`config.mk`:
```
export PLATFORM = sky130hd
export DESIGN_NAME = stream_accumulator
export DESIGN_NICKNAME = d
export VERILOG_FILES = /design/src/rtl/stream_accumulator_pkg.sv /design/src/rtl/full_adder_16b.sv /design/src/rtl/stream_accumulator.sv
export SDC_FILE = /design/constraint.sdc
export NUM_CORES = 1
export LEC_CHECK = 0
export CAP_MARGIN = 20
export CORE_UTILIZATION = 30
export CTS_CLUSTER_DIAMETER = 100
export DETAILED_ROUTE_END_ITERATION = 16
export PLACE_DENSITY = 0.64
export SLEW_MARGIN = 0
export SYNTH_ARGS = -nofsm -noshare
export SYNTH_HDL_FRONTEND = slang
export SYNTH_SLANG_ARGS = --single-unit
```
`constraint.sdc`:
```
create_clock -name clk -period 18.85 [get_ports clk]
set_input_delay 4.7125 -clock clk [delete_from_list [all_inputs] [get_ports clk]]
set_output_delay 4.7125 -clock clk [all_outputs]
set_load 0.005 [all_outputs]
```
`src/rtl/stream_accumulator_pkg.sv`:
```
// stream_accumulator_pkg: shared state encoding and default widths
package stream_accumulator_pkg;
    typedef enum logic {ST_ACCUM = 1'b0, ST_OUTPUT = 1'b1} state_t;
    localparam int N_DEFAULT = 16;
    localparam int CNT_W_DEFAULT = 8;
endpackage

```
`src/rtl/full_adder_16b.sv`:
```
// full_adder_16b: N-bit ripple-carry adder with carry-in tied to 0
module full_adder_16b #(
    parameter int N = 16
) (
    input  logic [N-1:0] a,
    input  logic [N-1:0] b,
    output logic [N-1:0] sum,
    output logic         carry
);
    logic [N:0] c;
    assign c[0] = 1'b0;
    for (genvar i = 0; i < N; i++) begin : g_bit
        assign sum[i]   = a[i] ^ b[i] ^ c[i];
        assign c[i+1]   = (a[i] & b[i]) | (c[i] & (a[i] ^ b[i]));
    end
    assign carry = c[N];
endmodule

```
`src/rtl/stream_accumulator.sv`:
```
// stream_accumulator: folds a valid/ready packet of operands into a sum with sticky overflow and saturating beat count
module stream_accumulator
    import stream_accumulator_pkg::*;
#(
    parameter int N = N_DEFAULT,
    parameter int CNT_W = CNT_W_DEFAULT
) (
    input  logic             clk,
    input  logic             rst,
    input  logic             in_valid,
    output logic             in_ready,
    input  logic [N-1:0]     in_data,
    input  logic             in_last,
    output logic             out_valid,
    input  logic             out_ready,
    output logic [N-1:0]     out_sum,
    output logic             out_ovf,
    output logic [CNT_W-1:0] out_count
);
    state_t state, state_nxt;
    logic [N-1:0] acc, sum;
    logic [CNT_W-1:0] cnt;
    logic ovf, carry, accept, done;
    assign accept = in_valid & in_ready;
    assign done = out_valid & out_ready;
    full_adder_16b #(.N(N)) u_add (
        .a(acc),
        .b(in_data),
        .sum(sum),
        .carry(carry)
    );
    always_ff @(posedge clk) begin
        state <= rst ? ST_ACCUM : state_nxt;
    end
    always_comb begin
        state_nxt = state == ST_ACCUM ? ((accept & in_last) ? ST_OUTPUT : ST_ACCUM)
                                      : (out_ready ? ST_ACCUM : ST_OUTPUT);
    end
    always_comb begin
        in_ready  = state == ST_ACCUM;
        out_valid = state == ST_OUTPUT;
        out_sum   = acc;
        out_ovf   = ovf;
        out_count = cnt;
    end
    always_ff @(posedge clk) begin
        if (rst || done) begin
            acc <= '0;
            ovf <= 1'b0;
            cnt <= '0;
        end else if (accept) begin
            acc <= sum;
            ovf <= ovf | carry;
            cnt <= (cnt == {CNT_W{1'b1}}) ? cnt : cnt + CNT_W'(1);
        end
    end
endmodule

```
# Yosys cells after proc, flatten, opt, wreduce, memory -nomap -nowiden
# Cells that the tools add are included.
# totals
regBits	26
input_bits	21
# op_classes
add_sub_neg	1
n_bitwise	83
mux	3
n_reduce_logical	2
eq_ne	1
# ops
cell	count
1-bit bitwise AND	34
1-bit XOR	31
1-bit bitwise OR	16
8-bit by 1-bit adder with 8-bit output, second input constant	1
8-bit == test, second input constant	1
1-bit two-way mux	3
1-bit NOT	2
2-bit AND reduction	1
1-bit logical OR	1

# Logic depth before layout (Yosys ltp)
# Gate-level depths: netlist (run 1).
# logic_depth
ltp_word	32
depth_mapped	22
mapped_depth_nobuf	22

# Modules after synthesis
# Synthesis (run 1) repeated with hierarchy kept, for this count alone.
# hier_totals
hier_cells	150
area_unflattened_um2	1383.8
# modules_own_cells
module	cells_per_inst	area_per_inst_um2	instances	seq_area_each_um2
stream_accumulator	124	1033.5	1	520.5
full_adder_16b	26	350.3	1	0.0

# Worst setup path after synthesis (run 1)
# OpenSTA, ideal clock, no wires.
# synth_path
path_type	input port to flip-flop
startpoint	input port in_data[0]
endpoint	register acc[15], in the netlist out_sum[15]
t_required_ps	18764
slack_ps	8106
cell_stages	20
setup_time_ps	86
arrival_ps	10658
n_path_buf	0
cell_sequence	ha_1 > fa_1 > fa_1 > fa_1 > fa_1 > fa_1 > fa_1 > fa_1 > fa_1 > fa_1 > fa_1 > fa_1 > fa_1 > inv_1 > fa_1 > inv_1 > fa_1 > inv_1 > fa_1 > a211oi_1
# synth_between
elab_chain_cells	30
# synth_rtl
item	line_no	source
start: declaration	stream_accumulator.sv:12	input logic [N-1:0] in_data,
1-bit bitwise AND (2 in a row)	full_adder_16b.sv:14	assign c[i+1] = (a[i] & b[i]) | (c[i] & (a[i] ^ b[i]));
1-bit bitwise OR	full_adder_16b.sv:14	
1-bit bitwise AND	full_adder_16b.sv:14	
1-bit bitwise OR	full_adder_16b.sv:14	
1-bit bitwise AND	full_adder_16b.sv:14	
1-bit bitwise OR	full_adder_16b.sv:14	
1-bit bitwise AND	full_adder_16b.sv:14	
1-bit bitwise OR	full_adder_16b.sv:14	
[13 not listed]	--	
1-bit bitwise OR	full_adder_16b.sv:14	
1-bit bitwise AND	full_adder_16b.sv:14	
1-bit bitwise OR	full_adder_16b.sv:14	
1-bit bitwise AND	full_adder_16b.sv:14	
1-bit bitwise OR	full_adder_16b.sv:14	
1-bit bitwise AND	full_adder_16b.sv:14	
1-bit bitwise OR	full_adder_16b.sv:14	
1-bit XOR	full_adder_16b.sv:13	assign sum[i] = a[i] ^ b[i] ^ c[i];
end signal: assignment	stream_accumulator.sv:52	acc <= sum;
end: declaration	stream_accumulator.sv:21	logic [N-1:0] acc, sum;
# Every way passes these cells.
# A chain may end at the register's enable or synchronous reset.

# Final worst setup path (run 1)
# Ends and elaborated chain as after synthesis.

==> results of run 1 <==
## layout make-up
type,count,area share [%]
clock buffers,3,2.12
clock inverters,1,1.54
inverters,9,1.73
multi-input cells,105,40.4
flip-flops and latches,26,26.7
well taps,52,3.34
repair buffers,47,24.1
## sequential cells by signal, summed over array words and instances (netlist names)
signal	cells
out_sum	16
out_ovf	1
out_count	8
out_valid	1
## worst max-delay path, delay by kind of cell
kind	cells	cell delay, ns
adder cells (fa/ha/maj)	16	5.79
AO/OA/AOI/OAI	1	0.19
buffers and inverters	4	0.62
## synthesized netlist by cell type (all sizes together) (3+ instances only)
| cell | instances | share of area, % |
|---|---|---|
| clkbuf | 3 | 0.91 |
| inv | 9 | 2.5 |
| buf | 3 | 1.1 |
| nand3 | 3 | 1.1 |
| nor2 | 10 | 2.9 |
| o21ai | 3 | 1.1 |
| a21oi | 20 | 7.3 |
| a211oi | 3 | 1.6 |
| dfxtp | 26 | 38 |
| nand2 | 32 | 8.8 |
| fa | 15 | 22 |
## stage by stage
stage	utilization (%)	setup WS (ns)	cell area, sq um	total power, mW	instances
CTS	44.4	7.69	1950	0.147	243
global route	44.4	7.46	1950	0.155	243
detailed placement	42.8	7.40	1880	0.0999	239
floorplan	-	8.11	1370	0.0818	146
global placement	42.8	7.59	1880	0.0995	239
finish	44.4	7.73	1950	0.145	243
## layer usage
metal  up-vias  share of wire [%]
met1       519                 48
met4         0               0.93
li1        578                  -
met2        27                 47
met5         -                  0
met3         2                4.0
## report_power, final
| group | internal [mW] | leakage [nW] | switching, mW | total, mW |
|---|---|---|---|---|
| sequential | 0.0595 | 0.213 | 0.00491 | 0.0644 |
| combinational | 0.0194 | 0.502 | 0.0145 | 0.0339 |
| clock | 0.0284 | 0.0357 | 0.0182 | 0.0466 |
## worst paths after layout
path / startpoint / endpoint / slack [ns] / cells past startpoint
worst max-delay path: in_data[0] / out_sum[15] / 7.73 / 21
worst max register to register: out_sum[0] / out_sum[15] / 12.26 / 20
worst min register to register: out_ovf / out_ovf / 0.49 / 2
worst min-delay path: out_ovf / out_ovf / 0.49 / 2
## cell families (layout without fill, tap and decap cells)
| group | count (synthesis) | after routing | share of synthesized area (%) |
|---|---|---|---|
| buffers and inverters | 15 | 60 | 4.48 |
| and+or+nand+nor | 55 | 55 | 19.2 |
| xor gates and xnor gates | 1 | 1 | 0.640 |
| DFF | 26 | 26 | 38.0 |
| adders and majority gates | 17 | 17 | 23.8 |
| AOI/OAI and AO/OA | 32 | 32 | 13.9 |
==> impl_metrics.toml, run 1 <==
[finish]
final_layout_size_suffix_gt1_share_pct = 4.19
fillers = 447
final_common_cell = "clkdlybuf4s50_1"
final_nets = 230
final_cell_mix = "clkdlybuf4s50_1, nand2_1, dfxtp_1"
seq_area_sq_um = 520
multi_input_area_sq_um = 787
syn_to_final_growth_pct = 42.3
diodes = 0

[drt]
drt-initial-drc-count = 36
drt-total-wl_mm = 3.01
ant_nets = 0
vias_per_cell = 4.63
avgRoutedWirePerCell_um = 12.4
post-route-drc-count = 0
drt-pass1-iter-count = 4
via_count = 1126

[timing]
finalSetupViolations = 0
fin_hold_ws_ns = 0.486
fin_worst_skew_ns = 0.00171
hold_viol = 0
timing.fmax_ghz = 0.0899
rsz0062_at_grt = "no"
maxSlewHeadroom_pct = 44.4
min_period_ns = 11.12
finalCritPeriodShare_pct = 59.0
tns_ns = 0
drv_slew = 0
tightest_slew_ns = 0.834

[grt]
gr-usage-met2_pct = 20.9
antenna_found_initial = 0
met1_usage_pct = 19.1
grt_max_degree = 26
overflow = 0
grt_usage_pct = 13.5
grtUsageMet3_pct = 2.03
grt.busiest_layer = "met2"
grt_pass1_vias = 1145
grt_pass1_wl_mm = 5.33

[floorplan]
die_area_sq_um = 4840
pin_count = 48
initial_core_util_pct = 31.2
core_region_area_sq_um = 4380
die_h_um = 69.5
die_w_um = 69.5
core.rowCount = 24

[placement]
port_buffers = 47
hpwl_mm = 2.19
place_congestion = 0.823

[synthesis]
netlist_area_sq_um = 1370
yosysSeqAreaShare_pct = 38.0
ys_ff_latch = 26
synthCells = 146
syn_area_per_cell_sq_um = 9.38
yosysWarningCount = 0
syn_nets = 184
synth_edf_count = 0
ys.flop_type = "dfxtp_1"
yosys.cell_types.count = 30
async_reset_ff_share_pct = 0

[cts]
cts_tree = "built"
numCtsBuffers = 3
ctsLongestPathBuffers = 2
insertion_delay_ns = 0.27
clk_pin_slew_ns = 0.09
cts_max_level = 1
clock-sinks = 26
ctsResizeCount = 0
ctsHoldBuffers = 0
clock-root-buffer = "clkbuf_8"
cts_setup_buffers = 0

[run]
maxCapViolations = 0

[worst_setup_path]
arrival_ns = 11.31
required_ns = 19.04
slowest_delay_ns = 0.42
path_max_fanout = 1
crit_top_cell = "fa_1"
cp-end-kind = "register"
start_kind = "input pin"
path_class = "in -> reg"
path_cells = "clkdlybuf4s50_1, ha_1, fa_1, fa_1, fa_1, fa_1, fa_1, fa_1, fa_1, fa_1, fa_1, fa_1, fa_1, fa_1, inv_1, fa_1, inv_1, fa_1, inv_1, fa_1, a211oi_1"
cp_slowest_cell = "fa_1"

[pwr]
powerDensity_nw_per_um2 = 74.4
p_leak_nw = 0.750
ir_worst_vdd_mv = 0.0405

[hold_path]
hold_path.class = "reg -> reg"

[status]
status = "finished clean"
(Power assumes the default switching activity.)
==> inputs of run 2 (changes only) <==
- clock period: 18.85 -> 11.45 ns (I/O delays scaled with it)
==> impl_metrics.toml, run 2 (same netlist as run 1, synthesis figures left out) <==
[timing]
finalCritPeriodShare_pct = 81.1
tns_ns = 0
timing.fmax_ghz = 0.108
finalSetupViolations = 0
drv_slew = 0
tightest_slew_ns = 0.859
hold_viol = 0
min_period_ns = 9.29
rsz0062_at_grt = "no"
maxSlewHeadroom_pct = 42.7
fin_worst_skew_ns = 0.00287

[cts]
cts_max_level = 1
clock-root-buffer = "clkbuf_8"
cts_setup_buffers = 0
ctsLongestPathBuffers = 2
clock-sinks = 26
insertion_delay_ns = 0.27
ctsResizeCount = 0
clk_pin_slew_ns = 0.09
cts_tree = "built"
ctsHoldBuffers = 0
numCtsBuffers = 3

[worst_setup_path]
path_cells = "clkdlybuf4s50_1, ha_1, fa_1, fa_1, fa_1, fa_1, fa_1, fa_1, fa_1, fa_1, fa_1, fa_1, fa_1, fa_1, inv_1, fa_1, inv_1, fa_1, inv_1, fa_1, a211oi_1"
start_kind = "input pin"
worst-path-buf-inv = 4
crit_family = "adder cells"
required_ns = 11.63
path_max_fanout = 1
crit_top_cell = "fa_1"
cp_slowest_cell = "fa_1"
path_class = "in -> reg"
arrival_ns = 9.47
slowest_delay_ns = 0.42
cp-end-kind = "register"

[floorplan]
core_region_area_sq_um = 4380
pin_count = 48
die_area_sq_um = 4840
die_w_um = 69.5
initial_core_util_pct = 31.2
core.rowCount = 24
die_h_um = 69.5

[finish]
largest_register_ffs = 16
final_cell_mix = "clkdlybuf4s50_1, nand2_1, dfxtp_1"
final_common_cell = "clkdlybuf4s50_1"
final_layout_size_suffix_gt1_share_pct = 4.19
syn_to_final_growth_pct = 42.3
diodes = 0
design_area_sq_um = 1950
fillers = 430
final_nets = 230

[status]
status = "finished clean"

[drt]
vias_per_cell = 4.68
drt-total-wl_mm = 3.06
post-route-drc-count = 0
avgRoutedWirePerCell_um = 12.6
ant_nets = 0
drt-pass1-iter-count = 4
via_count = 1137
drt-initial-drc-count = 38

[hold_path]
hold_path.class = "reg -> reg"

[grt]
grt_pass1_vias = 1132
grt_max_degree = 26
antenna_found_initial = 0
overflow = 0
grt_usage_pct = 13.4
grt_pass1_wl_mm = 5.23

[run]
maxCapViolations = 0

[pwr]
ir_worst_vdd_mv = 0.0567
total_power_uw = 239
p_leak_nw = 0.750
powerDensity_nw_per_um2 = 123

[placement]
place_congestion = 0.823
placed_cell_area_sq_um = 1880
hpwl_mm = 2.25
port_buffers = 47
run 2: final cells by class:
cell class / instances / area (sq um) / area share [%]
Sequential cell: 26 / 520 / 26.7
Timing Repair Buffer: 47 / 470 / 24.1
Multi-Input combinational cell: 105 / 787 / 40.4
Inverter: 9 / 33.8 / 1.73
Clock inverter: 1 / 30.0 / 1.54
Clock buffer: 3 / 41.3 / 2.12
Tap cell: 52 / 65.1 / 3.34
run 2: per-stage QoR:
step,hold slack [ns],std cells,utilization [%],worst slack (ns)
finish,0.488,243,44.4,2.16
global route,0.521,243,44.4,1.87
CTS,0.492,243,44.4,2.13
detailed placement,0.464,239,42.8,1.84
global placement,0.465,239,42.8,2.04
floorplan,0.463,146,-,2.56
run 2: routing by layer:
layer | track usage [%] | vias to the layer above | share of wire [%]
li1 | - | 576 | -
met1 | 18.2 | 534 | 48
met2 | 21.4 | 27 | 48
met3 | 2.47 | 0 | 4.2
met4 | 4.76 | 0 | 0
met5 | 0 | - | 0
run 2: path summary, 6_finish.rpt:
kind         cells after the start     endpoint  slack, ns  startpoint
max reg2reg                     20  out_sum[15]       4.84  out_sum[0]
max                             21  out_sum[15]       2.16  in_data[0]
min reg2reg                      2   out_sum[0]       0.49  out_sum[0]
min                              2   out_sum[0]       0.49  out_sum[0]
run 2: power by group:
| group | internal (mW) | leakage, nW | total, mW | switching [mW] |
|---|---|---|---|---|
| Sequential | 0.0979 | 0.213 | 0.106 | 0.00803 |
| Combinational | 0.0322 | 0.502 | 0.0567 | 0.0245 |
| Clock | 0.0468 | 0.0357 | 0.0768 | 0.0300 |
run 2: worst min-delay path: cells and delay by family (launching register included):
family           cells  cell delay, ns
flip-flops           1            0.34
AND/OR/NAND/NOR      1            0.06
AO/OA/AOI/OAI        1            0.05
